**src/rtl/hilo_unit.sv**
```systemverilog
// HI/LO execution unit: drives an external pipelined multiplier, runs a 32-step
// restoring divider, and owns the architectural HI/LO registers.
module hilo_unit (
  input  logic        clk,
  input  logic        rst_n,
  input  logic        op_valid,
  input  logic [2:0]  op,
  input  logic [31:0] src_a,
  input  logic [31:0] src_b,
  input  logic        flush,
  output logic        stall,
  output logic [31:0] hi,
  output logic [31:0] lo,
  output logic        div_by_zero,
  output logic        mul_enable,
  output logic        mul_is_unsign,
  output logic [31:0] mul_a,
  output logic [31:0] mul_b,
  input  logic [63:0] mul_result,
  input  logic        mul_done
);

  typedef enum logic [1:0] {S_IDLE, S_MUL, S_DIV, S_DFIX} state_e;

  localparam logic [2:0] OP_MULT  = 3'b001;
  localparam logic [2:0] OP_MULTU = 3'b010;
  localparam logic [2:0] OP_DIV   = 3'b011;
  localparam logic [2:0] OP_DIVU  = 3'b100;
  localparam logic [2:0] OP_MTHI  = 3'b101;
  localparam logic [2:0] OP_MTLO  = 3'b110;

  state_e      state_q, state_d;
  logic [31:0] hi_q, hi_d, lo_q, lo_d;
  logic [31:0] mul_a_q, mul_a_d, mul_b_q, mul_b_d;
  logic        mul_is_unsign_q, mul_is_unsign_d;
  logic        dbz_q, dbz_d;
  logic [31:0] rem_q, rem_d;          // partial remainder (bit 32 lives only in the trial)
  logic [31:0] quo_q, quo_d;          // dividend shifts out as quotient shifts in
  logic [31:0] divisor_q, divisor_d;
  logic [4:0]  cnt_q, cnt_d;
  logic        neg_quo_q, neg_quo_d, neg_rem_q, neg_rem_d;

  logic        is_mdu_op;
  logic        a_neg, b_neg;
  logic [31:0] a_mag, b_mag;
  logic [32:0] trial;

  assign is_mdu_op = (op == OP_MULT) || (op == OP_MULTU) ||
                     (op == OP_DIV)  || (op == OP_DIVU);

  always_comb begin
    // NOTE: every _d gets its hold value first so no path through the case
    // leaves a signal unassigned, which would infer a latch.
    state_d         = state_q;
    hi_d            = hi_q;
    lo_d            = lo_q;
    mul_a_d         = mul_a_q;
    mul_b_d         = mul_b_q;
    mul_is_unsign_d = mul_is_unsign_q;
    dbz_d           = dbz_q;
    rem_d           = rem_q;
    quo_d           = quo_q;
    divisor_d       = divisor_q;
    cnt_d           = cnt_q;
    neg_quo_d       = neg_quo_q;
    neg_rem_d       = neg_rem_q;

    a_neg = (op == OP_DIV) && src_a[31];
    b_neg = (op == OP_DIV) && src_b[31];
    a_mag = a_neg ? (~src_a + 32'd1) : src_a;
    b_mag = b_neg ? (~src_b + 32'd1) : src_b;
    trial = {rem_q, quo_q[31]} - {1'b0, divisor_q};

    if (flush) begin
      state_d = S_IDLE;
    end else begin
      case (state_q)
        S_IDLE: begin
          if (op_valid) begin
            case (op)
              OP_MTHI: begin
                hi_d  = src_a;
                dbz_d = 1'b0;
              end
              OP_MTLO: begin
                lo_d  = src_a;
                dbz_d = 1'b0;
              end
              OP_MULT, OP_MULTU: begin
                mul_a_d         = src_a;
                mul_b_d         = src_b;
                mul_is_unsign_d = (op == OP_MULTU);
                dbz_d           = 1'b0;
                state_d         = S_MUL;
              end
              OP_DIV, OP_DIVU: begin
                if (src_b == 32'd0) begin
                  // Forced result flows through the normal DFIX write unnegated.
                  rem_d     = src_a;
                  quo_d     = 32'hFFFF_FFFF;
                  neg_quo_d = 1'b0;
                  neg_rem_d = 1'b0;
                  dbz_d     = 1'b1;
                  state_d   = S_DFIX;
                end else begin
                  rem_d     = 32'd0;
                  quo_d     = a_mag;
                  divisor_d = b_mag;
                  neg_quo_d = a_neg ^ b_neg;
                  neg_rem_d = a_neg;
                  cnt_d     = 5'd0;
                  dbz_d     = 1'b0;
                  state_d   = S_DIV;
                end
              end
              default: ;
            endcase
          end
        end
        S_MUL: begin
          if (mul_done) begin
            {hi_d, lo_d} = mul_result;
            state_d      = S_IDLE;
          end
        end
        S_DIV: begin
          if (!trial[32]) begin
            rem_d = trial[31:0];
            quo_d = {quo_q[30:0], 1'b1};
          end else begin
            rem_d = {rem_q[30:0], quo_q[31]};
            quo_d = {quo_q[30:0], 1'b0};
          end
          cnt_d = cnt_q + 5'd1;
          if (cnt_q == 5'd31) state_d = S_DFIX;
        end
        S_DFIX: begin
          lo_d    = neg_quo_q ? (~quo_q + 32'd1) : quo_q;
          hi_d    = neg_rem_q ? (~rem_q + 32'd1) : rem_q;
          state_d = S_IDLE;
        end
        default: state_d = S_IDLE;
      endcase
    end
  end

  // NOTE: state registers use non-blocking assignments so every flop samples
  // the pre-edge values regardless of block evaluation order.
  always_ff @(posedge clk or negedge rst_n) begin
    if (!rst_n) begin
      state_q         <= S_IDLE;
      hi_q            <= '0;
      lo_q            <= '0;
      mul_a_q         <= '0;
      mul_b_q         <= '0;
      mul_is_unsign_q <= 1'b0;
      dbz_q           <= 1'b0;
      rem_q           <= '0;
      quo_q           <= '0;
      divisor_q       <= '0;
      cnt_q           <= '0;
      neg_quo_q       <= 1'b0;
      neg_rem_q       <= 1'b0;
    end else begin
      state_q         <= state_d;
      hi_q            <= hi_d;
      lo_q            <= lo_d;
      mul_a_q         <= mul_a_d;
      mul_b_q         <= mul_b_d;
      mul_is_unsign_q <= mul_is_unsign_d;
      dbz_q           <= dbz_d;
      rem_q           <= rem_d;
      quo_q           <= quo_d;
      divisor_q       <= divisor_d;
      cnt_q           <= cnt_d;
      neg_quo_q       <= neg_quo_d;
      neg_rem_q       <= neg_rem_d;
    end
  end

  // Stall also covers the accept cycle so the issuing instruction is held.
  assign stall         = (state_q != S_IDLE) || (op_valid && is_mdu_op);
  assign mul_enable    = (state_q == S_MUL);
  assign hi            = hi_q;
  assign lo            = lo_q;
  assign div_by_zero   = dbz_q;
  assign mul_is_unsign = mul_is_unsign_q;
  assign mul_a         = mul_a_q;
  assign mul_b         = mul_b_q;

endmodule
```
**config.mk**
```make
export PLATFORM = sky130hd
export DESIGN_NAME = hilo_unit
export DESIGN_NICKNAME = d
export VERILOG_FILES = /design/src/rtl/hilo_unit.sv
export SDC_FILE = /design/constraint.sdc
export NUM_CORES = 1
export LEC_CHECK = 0
export CORE_ASPECT_RATIO = 1.75
export CORE_MARGIN = 5
export CORE_UTILIZATION = 55
export CTS_BUF_LIST = sky130_fd_sc_hd__clkbuf_8 sky130_fd_sc_hd__clkbuf_16
export DETAILED_ROUTE_END_ITERATION = 7
export PLACE_DENSITY = 0.83
export SLEW_MARGIN = 20
export SYNTH_ARGS = -nofsm -noshare
export SYNTH_HDL_FRONTEND = slang
export SYNTH_SLANG_ARGS = --single-unit
export TNS_END_PERCENT = 30
```
**constraint.sdc**
```tcl
create_clock -name clk -period 8.6 [get_ports clk]
set_input_delay 2.58 -clock clk [delete_from_list [all_inputs] [get_ports clk]]
set_output_delay 2.58 -clock clk [all_outputs]
set_load 0.1 [all_outputs]
```
# Word-level counts from Yosys, hierarchy flattened
# Cells that the tools add are included.
# Widths: inputs -> output; s select.
[totals]
out_inout_bits = 132
elab_cells = 108
regBits = 235
inputBits = 136
[classes]
eq_ne = 20
muxes = 37
n_bitwise = 7
add_sub_neg = 6
reduce_logical = 25
[op_table]
columns = ["operator", "count"]
rows = [
  ["$mux 32", 17],
  ["$pmux 32 s3", 2],
  ["$add 32x1->32 const B", 4],
  ["$not 32->32", 4],
  ["$pmux 32 s2", 2],
  ["$sub 33x32->33", 1],
  ["$logic_not 32->1", 1],
  ["$reduce_and 4->1", 5],
  ["$reduce_and 5->1", 4],
  ["$mux 5", 3],
  ["$pmux 5 s2", 1],
  ["$eq 3x3->1 const B", 3],
  ["$mux 2", 4],
  ["$ne 2x1->1 const B", 4],
  ["$pmux 2 s4", 1],
  ["$eq 3x2->1 const B", 2],
  ["$ne 3x3->1 const B", 2],
  ["$reduce_bool 2->1", 3],
  ["$add 5x1->5 const B", 1],
  ["$eq 5x5->1 const B", 1],
  ["$mux 1", 5],
  ["$eq 2x2->1 const B", 2],
  ["$logic_or 1x1->1", 4],
  ["$ne 2x2->1 const B", 2],
  ["13 further kinds", 17],
]

# Logic depth before layout (Yosys ltp)
# Gate-level depths: netlist of the first run.
[logic_depth]
depth_word = 7
depth_mapped = 15
ltp_nobuf = 12

# Worst setup path before layout of the first run
# Ideal clock, no wire load.
[synth_path]
kind = "in2out"
from = "input op[2]"
to = "output stall"
path_slack_ps = 2377
cell_stages = 4
n_path_buf = 1
t_required_ps = 6020
arrival_time_ps = 3643
cell_sequence = "clkbuf_1 > xnor2_1 > nand2_1 > nand2_1"
[synth_between]
elab_chain_cells = 6
elab_cells_between_ends = 9
classes_between = "4 x eq/ne; 5 x reduce/logical"
[synth_lines]
columns = ["element", "line_no", "rtl"]
rows = [
  ["from (decl)", "7", "input logic [2:0] op,"],
  ["$eq 3x1->1 / $eq 3x2->1 (equally long branches)", "48", "assign is_mdu_op = (op == OP_MULT) || (op == OP_MULTU) ||"],
  ["$logic_or 1x1->1 (2 in series)", "48", ""],
  ["$logic_or 1x1->1 (*)", "49", "(op == OP_DIV) || (op == OP_DIVU);"],
  ["$logic_and 1x1->1 (*)", "182", "assign stall = (state_q != S_IDLE) || (op_valid && is_mdu_op);"],
  ["$logic_or 1x1->1 (*)", "182", ""],
  ["to (decl)", "11", "output logic stall,"],
]
# Every way passes the cells marked *; elsewhere a longest branch is shown, timed or not.

# Worst setup path after layout of the first run
[layout_path]
from = "input op[1]"
to = "output stall"
# Same word-level chain as after synthesis.

==> results of run 1 <==
-- final timing paths --
check	endpoint	slack (ps)	depth (start not counted)
setup / recovery	stall	2070	6
hold / removal	mul_b[14]$_DFFE_PN0P_	480	2
setup reg to reg	rem_q[25]$_DFFE_PN0P_	4440	12
hold reg to reg	mul_b[14]$_DFFE_PN0P_	480	2
max in group asynchronous	state_q[1]$_DFFE_PN0P_	5330	2
min in group asynchronous	mul_b[14]$_DFFE_PN0P_	2040	1
-- where the power goes --
group | switching [mW] | total, mW | internal [mW]
registers | 0.383 | 1.91 | 1.52
logic | 3.33 | 4.65 | 1.32
clock network | 0.432 | 0.980 | 0.548
-- placed cells by master, fill, tap and decap left out, types with 15 or more instances in the layout --
master | Yosys | layout
a21oi_1 | 244 | 242
and3_1 | 21 | 21
inv_1 | 62 | 67
nor2_1 | 180 | 177
clkbuf_16 | 0 | 23
mux2_2 | 60 | 60
a221oi_1 | 17 | 17
nand3_1 | 26 | 26
ha_1 | 38 | 38
nand2_1 | 163 | 162
buf_4 | 2 | 19
dfrtp_1 | 235 | 233
o21ai_0 | 147 | 147
xor2_1 | 70 | 70
nor2b_1 | 35 | 35
o31ai_1 | 36 | 36
clkdlybuf4s50_1 | 0 | 265
xnor2_1 | 69 | 69
nor3_1 | 25 | 25
o211ai_1 | 17 | 17
mux2i_1 | 17 | 17
o41ai_1 | 15 | 15
nand4_1 | 16 | 16
-- flip-flops by register name (all words and copies together) (netlist names) --
name,count
divisor_q,32
hi,32
lo,32
mul_a,32
mul_b,32
quo_q,32
rem_q,32
cnt_q,5
state_q,2
div_by_zero,1
mul_is_unsign,1
neg_quo_q,1
neg_rem_q,1
-- layout make-up --
class | instances | area (um^2)
clock inverters | 10 | 75.1
fillers | 2233 | 8460
inverters | 64 | 240
multi-input cells | 1391 | 8750
well taps | 369 | 462
repair buffers | 286 | 2830
flip-flops and latches | 235 | 5880
clock buffers | 27 | 631
-- critical path: stages --
cell and delay, ps:
clkdlybuf4s50_1 510, nor2_1 260, xnor2_1 150, nand2_1 70
nand2_1 80, buf_4 300
-- routing by layer --
metal | wire length, um | vias up
met2 | 25200 | 723
met5 | 0 | -
met3 | 3780 | 194
met1 | 18100 | 6961
met4 | 3880 | 0
li1 | - | 6845
-- cell families after synthesis --
| kind of cell | count (synthesis) | synth area share (%) |
|---|---|---|
| AO/OA/AOI/OAI | 595 | 23.2 |
| AND/OR/NAND/NOR | 541 | 17.0 |
| flip-flops | 235 | 38.4 |
| buffers and inverters | 179 | 4.69 |
| XOR/XNOR | 139 | 7.96 |
| multiplexers | 77 | 5.53 |
| adder cells (fa/ha/maj) | 39 | 3.24 |
==> summary.md, run 1 <==
Number of vias per cell: 6.18. The design draws 7.53 mW. At the pin with the least slew margin, the transition time is 1060 ps. From synthesis to final layout, the design area changed by 23.3%. Along the worst path, the maximum fanout reaches 6.

The routed wire length per instance was 21.4 um. Each instance of the synthesized netlist takes up on average 8.48 um^2. Global routing used 36.3% of the available met1 tracks.

The post-route netlist has 7.35% of its cells at a drive strength greater than 1. The number of H-tree levels was 1; the final count of pins violating max slew was 0. The largest vdd supply drop was 0.246 mV. TritonCTS built the clock tree. Across all hold checks on the routed design, the worst slack comes to 484 ps.

The share of synthesized flip-flops with an asynchronous set or reset was 100%. Data on the critical path is required at its endpoint by 6020 ps. For the worst-skew pair, the clock arrives at the later sink with an insertion delay of 530 ps.

The final critical delay including setup and external delays was 6530 ps; the number of synthesized flops with an enable pin was 0. The logs give 0 for the reported max-cap violation count and 31400 um^2 for the overall die area. For this run, the top clock speed supported by timing is 0.153 GHz. Tracing the worst setup path back leads to its startpoint at op[1]. The first routing iteration left 961 violations.

Routability-driven placement finished with a final weighted congestion of 0.965. Ranked by total cell area, the synthesized netlist is headed by dfrtp_1 38%, a21oi_1 8.0%, o21ai_0 4.8%. The initial antenna violation count is 0.

Count of clock tree sinks: 235. The worst hold path belongs to the class register to register. The number of global-route vias before repair came out at 14600. The count of buffers added on input and output ports is 267.

Antenna diode instance count: 0. The first detailed-routing pass took 6 iterations. The total wire length is 51.1 mm, and the relative slew slack is 29.0%.

The logs give 79.5 mm for the global-route wire length before repair and 268 for the number of I/O pins. The number of buffers inserted by hold repair at cts is 0. The post-synthesis cell type count is 74, and the post-CTS setup buffer count is 0.

The final sum of negative setup slack was 0 ps; the total setup violations reported at the end of the flow was 0. After routing the design area is 18900 um^2. The most used flip-flop cell after synthesis is dfrtp_1. The flow ran to the end, and the final reports show no timing, DRC or antenna violations. For the worst setup path, the data arrival time is 3950 ps. Met2 layer usage reported by global route: 55.4%.

Counting tap cells, the placed design contains a total of 2345 instances. Synthesis inferred 235 register bits. The run gives 80 as the placement row count.

The Yosys step of the flow raised 0 warnings. The initial utilization of the core area, before any placement, comes to 56.0%. Entering global routing, the biggest net connects 135 pins.

Once the clock tree was built, the resizer swapped 0 gates to a different size. Summing every instance area after synthesis gives 15300 um^2. The tools report the share of the core filled with cells in the final layout as 69.1%.

Between clock sinks in the finished design, the worst skew comes to 22.8 ps. The share of the clock period used by the worst path works out to 75.9%. Power spread over the standard cell area amounts to 399 nW/um^2. The startpoint identified for the worst register-to-register timing path is quo_q[31]$_DFFE_PN0P_. The die is 231 um tall. After legalization and detailed placement, the total HPWL measured 38.5 mm. The type of origin of the critical path is an input port.

Yosys instantiated no cell more often than a21oi_1. In the post-route analysis, the smallest setup slack over all paths is 2070 ps. The cell sitting at the root of the clock tree is a clkbuf_16. In the synthesized netlist, the number of instances is 1805.

OpenSTA, run right after detailed placement, puts the worst setup slack at 2080 ps. Summed over all instances, the cell type with the most area after synthesis is dfrtp_1. Die extent in x: 136 um. The final hold violation count is 0, and the part of the Yosys area used for sequential elements is 38.4%.

The finished layout holds 2382 standard cells, fillers aside. The count of nets left with antenna violations once routing finished came out at 0. After detailed placement, the total cell area comes to 18200 um^2. The top cell type by area accounts for 38.4% of the synthesized area. Counting every net in the synthesized netlist gives 1980. The worst setup path is captured at an output pin. The setup path with the least slack is of type input port to output pin. The analysis attributes to cell leakage a power of 7.71 nW. For met3 alone, demand over resource in global routing was 4.53%.

For the number of CTS-inserted buffers, the log shows 23. In the synthesized netlist, the cells that appear most often are 244 x a21oi_1, 235 x dfrtp_1, 180 x nor2_1. The total global routing track utilization is 32.0%. After clock tree synthesis, the clock-pin slew on the worst setup and hold paths is 60 ps. Core box area: 27300 um^2. The worst hold path begins at mul_b[14]$_DFFE_PN0P_. met2 is the most crowded layer. The buffer depth of the longest clock path is 3. For this run, the post-layout net count is 2176. Setup repair after global routing left no endpoint under its margin. The number of remaining DRC errors came out at 0. The detailed router placed 14700 vias in this run.

The final global-route overflow total was 0.
Note: power is estimated with default switching activity, not from simulation.
==> run 2: changes to the inputs <==
- CORE_UTILIZATION: 55 -> 49
- PLACE_DENSITY: 0.83 -> 0.78
- clock period: 8.6 -> 5.75 ns (I/O delays scaled with it)
==> summary.md, run 2 (synthesis results as in run 1) <==
The number of global-route vias before repair was 14900 (was 14600); the number of nets in the final layout was 2192 (was 2176). The run finished with clean final reports. The number of remaining DRC errors was 0 (unchanged). Cell with the biggest individual delay on the critical path: clkdlybuf4s50_1 (unchanged). The arrival time at the worst endpoint is 3080 ps (was 3950 ps). Antenna diode instance count: 0 (unchanged). The worst setup path category was input port to output pin (unchanged). Number of H-tree levels: 1 (unchanged). TritonCTS built the clock tree. The overall power after layout is 11.4 mW (was 7.53 mW), and the largest fanout of any net on the critical path is 6 (unchanged).

The run gives 944 ps (was 2070 ps) as the final worst setup slack. The worst path in the final design needs a cycle of 4810 ps, including I/O delays and setup. The tools report the count of instances resized after the clock tree is built as 0 (unchanged). The effective utilization at floorplan is 49.6% (was 56.0%). The count of buffer and inverter cells on the critical path was 2 (unchanged); the total global routing track utilization was 29.1% (was 32.0%).

The area growth from synthesis to final layout was 25.0% (was 23.3%); the setup slack after placement was 663 ps (was 2080 ps). The tools report the capturing element type of the critical path as an output pin (unchanged). The post-CTS setup buffer count is 0 (unchanged). The tools report the count of clock tree sinks as 235 (unchanged). The latest clock arrival within the worst-skew pair is 540 ps (was 530 ps), and the number of CTS-inserted buffers is 24 (was 23). The number of vias per cell was 6.10 (was 6.18). The total setup violations reported at the end of the flow is 0 (unchanged), and the final clock skew is 17.4 ps (was 22.8 ps). The count of input and output buffers works out to 267 (unchanged). Filler cell count in the final layout: 2714 (was 2233). The die extent in x works out to 144 um (was 136 um).

The root buffer selected by CTS was clkbuf_16 (unchanged). The register clock-pin slew on the reported worst setup and hold paths works out to 60 ps (about the same). The tools report the total via count after detailed routing as 14800 (was 14700). The tools report the pin count of the biggest net entering global routing as 101 (was 135). Total wire length: 52.0 mm (was 51.1 mm). The overall die height works out to 244 um (was 231 um).

The stage delay of the slowest cell on the critical path is 520 ps (was 510 ps). The path class of the lowest-slack min-delay path is register to register (unchanged). The initial antenna violation count is 1 (was 0), and the share of layout cells above drive strength 1 is 8.32% (was 7.35%). The share of the clock period used by the worst path is 83.6%. Most frequent cells in the layout: 264 x clkdlybuf4s50_1, 242 x a21oi_1, 233 x dfrtp_1 (was 265 x clkdlybuf4s50_1, 242 x a21oi_1, 233 x dfrtp_1).

The relative slew slack was 29.9% (was 29.0%); the routed wire length per instance was 21.5 um (was 21.4 um). The share of the core filled with cells in the final layout was 62.0% (was 69.1%); the final global-route overflow total was 0 (unchanged). The final count of pins violating max slew is 0 (unchanged). The global-route wire length before repair was 81.2 mm (was 79.5 mm); the routability-driven placement congestion ratio was 0.958 (was 0.965). The tools report the length of the first detailed-routing pass in iterations as 8 (was 6). The logs give 1082 (was 961) for the DRC marker count from the first detailed-route iteration and 39.4 mm (was 38.5 mm) for the HPWL after detailed placement. Reported max-cap violation count: 0 (unchanged). Setup repair after global routing left no endpoint under its margin.

The number of buffers inserted by hold repair at cts was 0 (unchanged); the number of antenna-violating nets in the routed design was 0 (unchanged). Overall die area: 35000 um^2 (was 31400 um^2). The tools report the type of origin of the critical path as an input port (unchanged).

The commonest non-fill, non-tap cell in the layout was clkdlybuf4s50_1 (unchanged). The power density relative to cell area was 599 nW/um^2 (was 399 nW/um^2). The run gives 85 (was 80) as the placement row count.

The final sum of negative setup slack was 0 ps (unchanged); the transition time at the pin with the least slew margin was 1050 ps (was 1060 ps). The final hold violation count is 0 (unchanged), and the core box area is 30800 um^2 (was 27300 um^2). The data required time at the worst endpoint came out at 4030 ps (was 6020 ps).

The category of cells accounting for the largest share of critical-path delay is buffers and inverters (unchanged). The largest vdd supply drop came out at 0.501 mV (was 0.246 mV). CP Cell Sequence: clkdlybuf4s50_1 > nor2_1 > xnor2_1 > nand2_1 > nand2_1 > buf_12 (was clkdlybuf4s50_1 > nor2_1 > xnor2_1 > nand2_1 > nand2_1 > buf_4). Cell occurring most often along the worst timing path: nand2_1 (unchanged). The number of I/O pins came out at 268 (unchanged). For the peak clock frequency supported by timing, the log shows 0.208 GHz. The buffer depth of the longest clock path is 3 (unchanged). The static leakage power was 7.83 nW (was 7.71 nW).
run 2: layout make-up:
class	count	area (um^2)	share of cell area [%]
Timing Repair Buffer	301	2950	15.4
Clock buffer	28	667	3.49
Inverter	64	240	1.26
Multi-Input combinational cell	1391	8750	45.8
Tap cell	391	489	2.56
Clock inverter	12	140	0.733
Sequential cell	235	5880	30.8
run 2: routing by layer:
layer | track usage, % | part of all wire, % | up-vias
met2 | 49.9 | 49 | 680
met3 | 3.67 | 6.9 | 198
met1 | 33.1 | 36 | 7021
met5 | 0 | 0 | -
li1 | - | - | 6886
met4 | 19.6 | 8.1 | 0
run 2: final timing paths:
| check | start | to | slack, ps | cells past startpoint |
|---|---|---|---|---|
| max | op[1] | stall | 940 | 6 |
| min | mul_b[0]$_DFFE_PN0P_ | mul_b[0]$_DFFE_PN0P_ | 480 | 2 |
| max reg2reg | quo_q[31]$_DFFE_PN0P_ | rem_q[12]$_DFFE_PN0P_ | 1400 | 14 |
| min reg2reg | mul_b[0]$_DFFE_PN0P_ | mul_b[0]$_DFFE_PN0P_ | 480 | 2 |
| max in group asynchronous | rst_n | rem_q[19]$_DFFE_PN0P_ | 3560 | 2 |
| min in group asynchronous | rst_n | mul_b[1]$_DFFE_PN0P_ | 1230 | 1 |
run 2: worst register-to-register path: cells and delay by family (launching register included):
family | cells | cell delay [ps]
adder cells (fa/ha/maj) | 2 | 680
multiplexers | 1 | 240
AO/OA/AOI/OAI | 5 | 1020
flip-flops | 1 | 550
AND/OR/NAND/NOR | 3 | 910
buffers and inverters | 3 | 800
run 2: power breakdown:
part	switching [mW]	internal [mW]
clock network	0.675	0.958
logic	4.97	1.99
registers	0.571	2.28
run 2: stage by stage:
step | hold WS (ps) | cell area, um^2 | std cells
2_1_floorplan | 454 | 15300 | 1805
4_1_cts | 489 | 19100 | 2422
3_5_place_dp | 475 | 18300 | 2382
5_1_grt | 508 | 19100 | 2422
3_3_place_gp | 468 | 18300 | 2382
6_report | 484 | 19100 | 2422
